[src/rtl/avalon_lsu.sv]
// Load/store unit bridging a CPU byte-addressed access to a 32-bit Avalon-MM master port.
// Handles lane selection, store replication, load extension, alignment checks and a stall timeout.
module avalon_lsu #(
    parameter int unsigned MAX_WAIT = 255
) (
    input  logic        clk,
    input  logic        reset,
    input  logic        req,
    input  logic [3:0]  op,
    input  logic [31:0] addr,
    input  logic [31:0] wdata,
    output logic        busy,
    output logic        done,
    output logic [31:0] rdata,
    output logic        err,
    output logic [1:0]  err_code,
    output logic [31:0] address,
    output logic        read,
    output logic        write,
    input  logic        waitrequest,
    output logic [31:0] writedata,
    output logic [3:0]  byteenable,
    input  logic [31:0] readdata
);

    localparam int unsigned CW = (MAX_WAIT < 2) ? 1 : $clog2(MAX_WAIT + 1);
    localparam logic [CW-1:0] WAIT_LAST = CW'(MAX_WAIT - 1);

    localparam logic [3:0] OP_LB  = 4'd0;
    localparam logic [3:0] OP_LBU = 4'd1;
    localparam logic [3:0] OP_LH  = 4'd2;
    localparam logic [3:0] OP_LHU = 4'd3;
    localparam logic [3:0] OP_LW  = 4'd4;
    localparam logic [3:0] OP_SB  = 4'd8;
    localparam logic [3:0] OP_SH  = 4'd9;
    localparam logic [3:0] OP_SW  = 4'd10;

    localparam logic [1:0] EC_ALIGN   = 2'd1;
    localparam logic [1:0] EC_ILLEGAL = 2'd2;
    localparam logic [1:0] EC_TIMEOUT = 2'd3;

    typedef enum logic [2:0] {IDLE, RD_REQ, RD_DATA, WR_REQ, FIN} state_t;
    typedef enum logic [1:0] {SZ_B, SZ_H, SZ_W, SZ_BAD} size_t;

    state_t          state_q, state_d;
    logic [CW-1:0]   wait_cnt, cnt_d;
    logic [3:0]      op_q;
    logic [1:0]      addr_lo_q;
    logic            read_d, write_d, done_d, err_d;
    logic [1:0]      err_code_d;
    logic            accept, load_rdata, timeout_c;
    size_t           size_c;
    logic            illegal_c, misaligned_c;
    logic [3:0]      be_c;
    logic [31:0]     wd_c, ext_c;
    logic [7:0]      lane_byte;
    logic [15:0]     lane_half;

    // Request decode: access size, legality, lane enables and replicated store data
    always_comb begin
        case (op)
            OP_LB, OP_LBU, OP_SB: size_c = SZ_B;
            OP_LH, OP_LHU, OP_SH: size_c = SZ_H;
            OP_LW, OP_SW:         size_c = SZ_W;
            default:              size_c = SZ_BAD;
        endcase
        illegal_c    = (size_c == SZ_BAD);
        misaligned_c = ((size_c == SZ_H) && addr[0]) || ((size_c == SZ_W) && (addr[1:0] != 2'b00));
        case (size_c)
            SZ_B:    be_c = 4'b0001 << addr[1:0];
            SZ_H:    be_c = addr[1] ? 4'b1100 : 4'b0011;
            SZ_W:    be_c = 4'b1111;
            default: be_c = 4'b0000;
        endcase
        case (size_c)
            SZ_B:    wd_c = {4{wdata[7:0]}};
            SZ_H:    wd_c = {2{wdata[15:0]}};
            default: wd_c = wdata;
        endcase
    end

    // Load result: pick the addressed lane(s) and extend per the captured op
    always_comb begin
        lane_byte = readdata[{addr_lo_q, 3'b000} +: 8];
        lane_half = addr_lo_q[1] ? readdata[31:16] : readdata[15:0];
        case (op_q)
            OP_LB:   ext_c = {{24{lane_byte[7]}}, lane_byte};
            OP_LBU:  ext_c = {24'd0, lane_byte};
            OP_LH:   ext_c = {{16{lane_half[15]}}, lane_half};
            OP_LHU:  ext_c = {16'd0, lane_half};
            default: ext_c = readdata;
        endcase
    end

    assign timeout_c = (MAX_WAIT != 0) && waitrequest && (wait_cnt == WAIT_LAST);

    always_ff @(posedge clk) begin
        if (reset) state_q <= IDLE;
        else       state_q <= state_d;
    end

    // Next state and next values of the registered outputs
    always_comb begin
        state_d    = state_q;
        read_d     = 1'b0;
        write_d    = 1'b0;
        done_d     = 1'b0;
        err_d      = 1'b0;
        err_code_d = err_code;
        cnt_d      = wait_cnt;
        accept     = 1'b0;
        load_rdata = 1'b0;
        case (state_q)
            IDLE: begin
                if (req) begin
                    if (illegal_c) begin
                        state_d    = FIN;
                        err_d      = 1'b1;
                        err_code_d = EC_ILLEGAL;
                    end else if (misaligned_c) begin
                        state_d    = FIN;
                        err_d      = 1'b1;
                        err_code_d = EC_ALIGN;
                    end else begin
                        accept = 1'b1;
                        cnt_d  = '0;
                        if (op[3]) begin
                            state_d = WR_REQ;
                            write_d = 1'b1;
                        end else begin
                            state_d = RD_REQ;
                            read_d  = 1'b1;
                        end
                    end
                end
            end
            RD_REQ, WR_REQ: begin
                if (!waitrequest) begin
                    if (state_q == RD_REQ) begin
                        state_d = RD_DATA;
                    end else begin
                        state_d = FIN;
                        done_d  = 1'b1;
                    end
                end else if (timeout_c) begin
                    state_d    = FIN;
                    err_d      = 1'b1;
                    err_code_d = EC_TIMEOUT;
                end else begin
                    read_d  = (state_q == RD_REQ);
                    write_d = (state_q == WR_REQ);
                    // Saturate so a disabled timeout never wraps the counter
                    cnt_d   = (wait_cnt == {CW{1'b1}}) ? wait_cnt : wait_cnt + CW'(1);
                end
            end
            RD_DATA: begin
                state_d    = FIN;
                done_d     = 1'b1;
                load_rdata = 1'b1;
            end
            FIN:     state_d = IDLE;
            default: state_d = IDLE;
        endcase
    end

    // Registered outputs and captured request fields
    always_ff @(posedge clk) begin
        if (reset) begin
            read       <= 1'b0;
            write      <= 1'b0;
            done       <= 1'b0;
            err        <= 1'b0;
            busy       <= 1'b0;
            err_code   <= 2'd0;
            wait_cnt   <= '0;
            rdata      <= 32'd0;
            address    <= 32'd0;
            writedata  <= 32'd0;
            byteenable <= 4'b0000;
            op_q       <= 4'd0;
            addr_lo_q  <= 2'd0;
        end else begin
            read     <= read_d;
            write    <= write_d;
            done     <= done_d;
            err      <= err_d;
            busy     <= (state_d != IDLE);
            err_code <= err_code_d;
            wait_cnt <= cnt_d;
            if (accept) begin
                op_q       <= op;
                addr_lo_q  <= addr[1:0];
                address    <= {addr[31:2], 2'b00};
                byteenable <= be_c;
                writedata  <= wd_c;
            end
            if (load_rdata) rdata <= ext_c;
        end
    end

endmodule

[config.mk]
export PLATFORM = sky130hd
export DESIGN_NAME = avalon_lsu
export DESIGN_NICKNAME = d
export VERILOG_FILES = /design/src/rtl/avalon_lsu.sv
export SDC_FILE = /design/constraint.sdc
export NUM_CORES = 1
export LEC_CHECK = 0
export ABC_CLOCK_PERIOD_IN_PS = 1700
export CELL_PAD_IN_SITES_DETAIL_PLACEMENT = 1
export CELL_PAD_IN_SITES_GLOBAL_PLACEMENT = 2
export CORE_MARGIN = 5
export CORE_UTILIZATION = 21
export DETAILED_ROUTE_END_ITERATION = 10
export PLACE_DENSITY = 0.77
export SETUP_SLACK_MARGIN = 0.4
export SYNTH_ARGS = -nofsm -noshare
export SYNTH_HDL_FRONTEND = slang
export SYNTH_SLANG_ARGS = --single-unit
[constraint.sdc]
create_clock -name clk -period 1.7 [get_ports clk]
set_clock_uncertainty 0.15 [all_clocks]
set_input_delay 0.255 -clock clk [delete_from_list [all_inputs] [get_ports clk]]
set_output_delay 0.255 -clock clk [all_outputs]
set_load 0.1 [all_outputs]
=== Yosys cells after proc, flatten, opt, wreduce, memory -nomap -nowiden ===
Memories as Yosys holds them, arrays and structs flattened.
Index checks and enable logic that the tools add are counted.

* Memories: 1
* Register bits: 122
* Bits in read-only memories: 32
* Output and inout port bits: 107

* Equal/unequal tests: 19
* $add $sub $neg: 1
* Multiplexer cells: 54
* Shift-type cells: 2
* Reductions and logical operators: 13

{| class="wikitable"
|+ Memory list
! memory !! depth !! width !! rd ports !! clocked after Yosys merged registers in !! write ports !! RTL line !! source
|-
| (no name shown) || 16 || 2 || 1 || 0 || 0 || 61 || <nowiki>case (op)</nowiki>
|}

{| class="wikitable"
|+ Operators by type and width
! kind !! number
|-
| case mux 32 bit (4 select lines) || 1
|-
| case mux 32 bit (2 select lines) || 1
|-
| 2-to-1 mux 8 bit || 6
|-
| variable part select 32 x 6 -> 8 bit || 1
|-
| 2-to-1 mux 1 bit || 24
|-
| 2-to-1 mux 3 bit || 6
|-
| == test 8 bit (second input constant) || 2
|-
| 2-to-1 mux 16 bit || 1
|-
| case mux 8 bit (2 select lines) || 1
|-
| inequality test 2 bit (second input constant) || 7
|-
| 2-to-1 mux 2 bit || 6
|-
| case mux 4 bit (3 select lines) || 1
|-
| case mux 3 bit (3 select lines) || 1
|-
| adder 8 x 1 -> 8 bit (second input constant) || 1
|-
| == test 4 x 2 -> 1 bit (second input constant) || 2
|-
| case mux 1 bit (2 select lines) || 4
|-
| AND reduction 7 bit || 1
|-
| == test 3 x 2 -> 1 bit (second input constant) || 2
|-
| AND reduction 5 bit || 1
|-
| == test 2 bit (second input constant) || 2
|-
| == test 4 x 1 -> 1 bit (second input constant) || 1
|-
| zero test 4 bit || 1
|-
| 2-to-1 mux 4 bit || 1
|-
| case mux 2 bit (2 select lines) || 1
|-
| other kinds (11) || 14
|}

=== Depth between registers and ports, before layout ===
An unclocked memory read counts as a cell.

* Depth in word-level cells: 9
* Gate-level depth with buffers: 8
* Depth with buffers taken out: 8

=== Worst setup path before layout ===
OpenSTA, ideal clock, no wires.

* Path kind: input to register
* Start: input op[3]
* End: register op_q[3]
* Stages on the path: 8
* Arrival time: 1.570 ns
* Required time: 1.480 ns
* Slack: -0.090 ns
* Setup time: 0.070 ns
* Cell sequence: buf_2 a211oi_4 nor2_2 a21oi_4 buf_4 buf_4 nand2_1 a21oi_1

* Cells in the longest elaborated chain, start to end: 8
* Elaborated cells between the ends (all ways): 11
* Classes of those cells: eq/ne (3); mux (4); reduce/logical (3); memory (1)

{| class="wikitable"
|+ RTL lines
! element !! RTL line !! source
|-
| from (decl) || 9 || <nowiki>input logic [3:0] op,</nowiki>
|-
| memory (16 x 2 bit) || n/a ||
|-
| == test 2 x 1 -> 1 bit or == test 2 bit (tied branches) || 68 || <nowiki>misaligned_c = ((size_c == SZ_H) && addr[0]) || ((size_c == SZ_W) && (addr[1:0] != 2'b00));</nowiki>
|-
| logical AND 1 bit || 68 ||
|-
| logical OR 1 bit || 68 ||
|-
| 2-to-1 mux 1 bit || 120 || <nowiki>end else if (misaligned_c) begin</nowiki>
|-
| 2-to-1 mux 1 bit || 116 || <nowiki>if (illegal_c) begin</nowiki>
|-
| 2-to-1 mux 1 bit || 115 || <nowiki>if (req) begin</nowiki>
|-
| 2-to-1 mux 1 bit || 113 || <nowiki>case (state_q)</nowiki>
|-
| to (signal assigned) || 191 || <nowiki>op_q <= op;</nowiki>
|-
| to (decl) || 47 || <nowiki>logic [3:0] op_q;</nowiki>
|}

Parallel ways exist; a longest one is shown, timed or not.
A chain may end at the register's enable or synchronous reset.

=== Worst setup path after layout ===
* Start: register state_q[2]
* End: register address[3]

* Cells in the longest elaborated chain, start to end: 2

{| class="wikitable"
|+ RTL lines
! element !! RTL line !! source
|-
| from (decl) || 45 || <nowiki>state_t state_q, state_d;</nowiki>
|-
| from (signal assigned) || 99 || <nowiki>else state_q <= state_d;</nowiki>
|-
| zero test 3 bit || 113 ||
|-
| 2-to-1 mux 1 bit || 113 ||
|-
| to (signal assigned) || 193 || <nowiki>address <= {addr[31:2], 2'b00};</nowiki>
|-
| to (decl) || 17 || <nowiki>output logic [31:0] address,</nowiki>
|}

Every way passes these cells.

==> metrics <==
status complete, but fails checks; failing checks setup timing; Worst VDD drop 375 µV; most numerous cell on the critical path buf_12; endpoints failing setup 96; IO buf count 208; max incr delay on CP 0.38 ns; top post-synthesis cells by area dfxtp_1, nand2_1, a21oi_1; clk buf depth 2; Hold WC Path Type in2reg; worst setup margin -0.123 ns; FMAX 549 MHz; Synth Area in Simple Gates 0.237; Seq/Total Area, Yosys 0.466; asr flop ratio synth 0; library cells used by synthesis 50; post-synthesis cell area 5240 µm²; Critical Path AT 2.02 ns; Mean Syn Cell Area 7.99 µm²; Internal 6.93 mW; largest net degree at the start of global routing 70; Die W 168 µm; Multi-input gate area 3450 µm²; Post-DP HPWL 16.3 mm; Synth warnings 0; WL/cell 19.4 µm; Placed Cells 1207; Worst path slowest cell dfxtp_4; Hold Fails Final Rpt 0; Syn Inst Count 656; Crit path buffers/inverters 4; first-pass GRT wire length 37.9 mm; H-tree depth 4; Starting Density 0.214; CP Max Fanout 7; TritonCTS clock tree built; total CTS buffers 17; Crit path required time 1.90 ns; combinational power share 0.358; clk slew on worst S/H paths 0.06 ns; clock sink count 122; initial DRC count 287; CTS root buf clkbuf_16; type of the worst setup path reg2reg; Row Count 57; area of the die 28200 µm²; DRC violations left 0; io pins 211; Via-to-Cell Ratio 4.69; worst skew pair latency 0.42 ns; RSZ-0062 raised after global routing yes; XOR/XNOR share of the synthesized area 0.0117; Synth Flop Type dfxtp_1; Clock power frac 0.338; FILL cells 2593; Seq pwr share 0.304; Worst Setup End Kind flop; final cell count without fillers 1323; Final ANT Viol Nets 0; complex-gate fraction of the synthesized area 0.222; Core Box Area 24500 µm²; P_sw 3.89 mW; EDFF count, synth 0; power per cell area 900 nW/µm²; Total Routed Length 25.6 mm; # Max-Cap Violations 0; layout cells sized above 1 0.592; n_diodes 0; Syn-to-layout area delta 130%; Final Max Tran Viols 0; Synth top area share 0.466; leakage 4.62 nW; Synth Area in Adders 0.00478; sw frac 0.360; drt pass-1 iters 4; CP Cell Sequence nor3_4, nand2_2, a21oi_4, buf_6, buf_12, buf_12, buf_16, nand2_4, a21oi_2; FF+latch count, synth 122; gr ovfl total 0; mux cell area share after synthesis 0.00788; most frequent cells after synthesis nand2_1, dfxtp_1, nor2_1; GPL Wtd Cong 0.788; Synth area leader dfxtp_1; Vias 6205; chip height 168 µm; min Tclk post-route 1.82 ns; Final #Nets 1092; Reg area 2660 µm²; vias in the first global route 6572; startpoint types flop; Place WS -0.685 ns; count leader, synth nand2_1; largest family of logic cells by synthesized area simple AND/OR/NAND/NOR gates; delay-heaviest family, CP buffers and inverters; GRT Total Usage 0.171; final cycle utilization of the critical path 1.07; initial antenna violation count 1
kinds of logic (layout without fill, tap and decap cells):
group           Yosys count  count (layout)
buf+inv                  58             400
simple gates            292             292
mux                       4               4
fa+ha+maj                 2               2
flops                   122             122
other cells               1               2
compound gates          170             170
xor+xnor                  7               7
what timing repair did:
item | in CTS | in global routing
pin swaps | 69 | 51
resized for setup | 197 | 105
hold endpoints to repair | 4 | 0
gates cloned | 13 | 2
setup buffers | 49 | 19
setup endpoints to repair | 227 | 227
hold buffers | 1 | 0
cell type report:
type	count	share of cell area
Sequential cell	122	0.221
Multi-Input combinational cell	477	0.287
Inverter	5	0.00177
Tap cell	324	0.0337
Timing Repair Buffer	363	0.408
Clock inverter	14	0.0123
Clock buffer	18	0.0365
worst min-delay path, stage by stage:
cell and delay (ns):
buf_4 0.14, or2_4 0.19, nor2_1 0.05
power groups by stage:
stage / clock network (mW) / registers (mW) / logic [mW]
after floorplan: 0 / 4.41 / 0.743
after global placement: 0 / 3.34 / 3.14
after detailed placement: 0 / 3.35 / 3.16
after CTS: 3.77 / 3.29 / 3.68
after global routing: 3.90 / 3.31 / 4.04
final: 3.66 / 3.28 / 3.88
metal layers:
metal,part of all wire,global-route usage,vias to the layer above,wire [µm]
met2,0.52,0.303,171,13300
li1,-,-,2955,-
met3,0.050,0.0399,25,1290
met4,0.012,0.0459,2,295
met1,0.42,0.207,3052,10700
met5,0.00059,0,-,15
cells in the final DEF, fill, tap and decap left out, drive strengths merged, types with 8 or more instances in the layout:
| master | count |
|---|---|
| a222oi | 8 |
| nor2 | 85 |
| nand2 | 156 |
| dfxtp | 122 |
| nor2b | 10 |
| a211oi | 42 |
| buf | 256 |
| o21ai | 17 |
| a311oi | 25 |
| and3 | 8 |
| a21oi | 66 |
| clkbuf | 20 |
| clkinv | 8 |
| clkdlybuf4s50 | 97 |
final timing paths:
check                                        startpoint  cells past startpoint                        to  slack (ns)
worst max-delay path              state_q[2]$_SDFF_PP0_                      9   address[3]$_SDFFE_PP0P_       -0.12
worst min-delay path                              reset                      3  wait_cnt[0]$_SDFFE_PP0P_        0.11
worst max register to register    state_q[2]$_SDFF_PP0_                      9   address[3]$_SDFFE_PP0P_       -0.12
worst min register to register  address[2]$_SDFFE_PP0P_                      2   address[2]$_SDFFE_PP0P_        0.32
metrics by stage:
stage	area, µm²	hold WS (ns)	power (mW)	utilization	setup TNS [ns]
detailed placement	9450	0.318	6.51	0.386	-55.49
finish	12000	0.106	10.8	0.492	-5.31
floorplan	5670	0.233	5.15	-	0
global route	12000	0.109	11.2	0.492	-14.08
CTS	11400	0.0903	10.7	0.467	-0.958
global placement	9450	0.310	6.48	0.386	-49.41
registers in the layout (all words and copies together), names as in the netlist:
signal,count
rdata,32
op_q,4
writedata,32
addr_lo_q,2
wait_cnt,8
address,30
err_code,2
write,1
busy,1
state_q,3
err,1
byteenable,4
done,1
read,1
(Power assumes the default switching activity.)
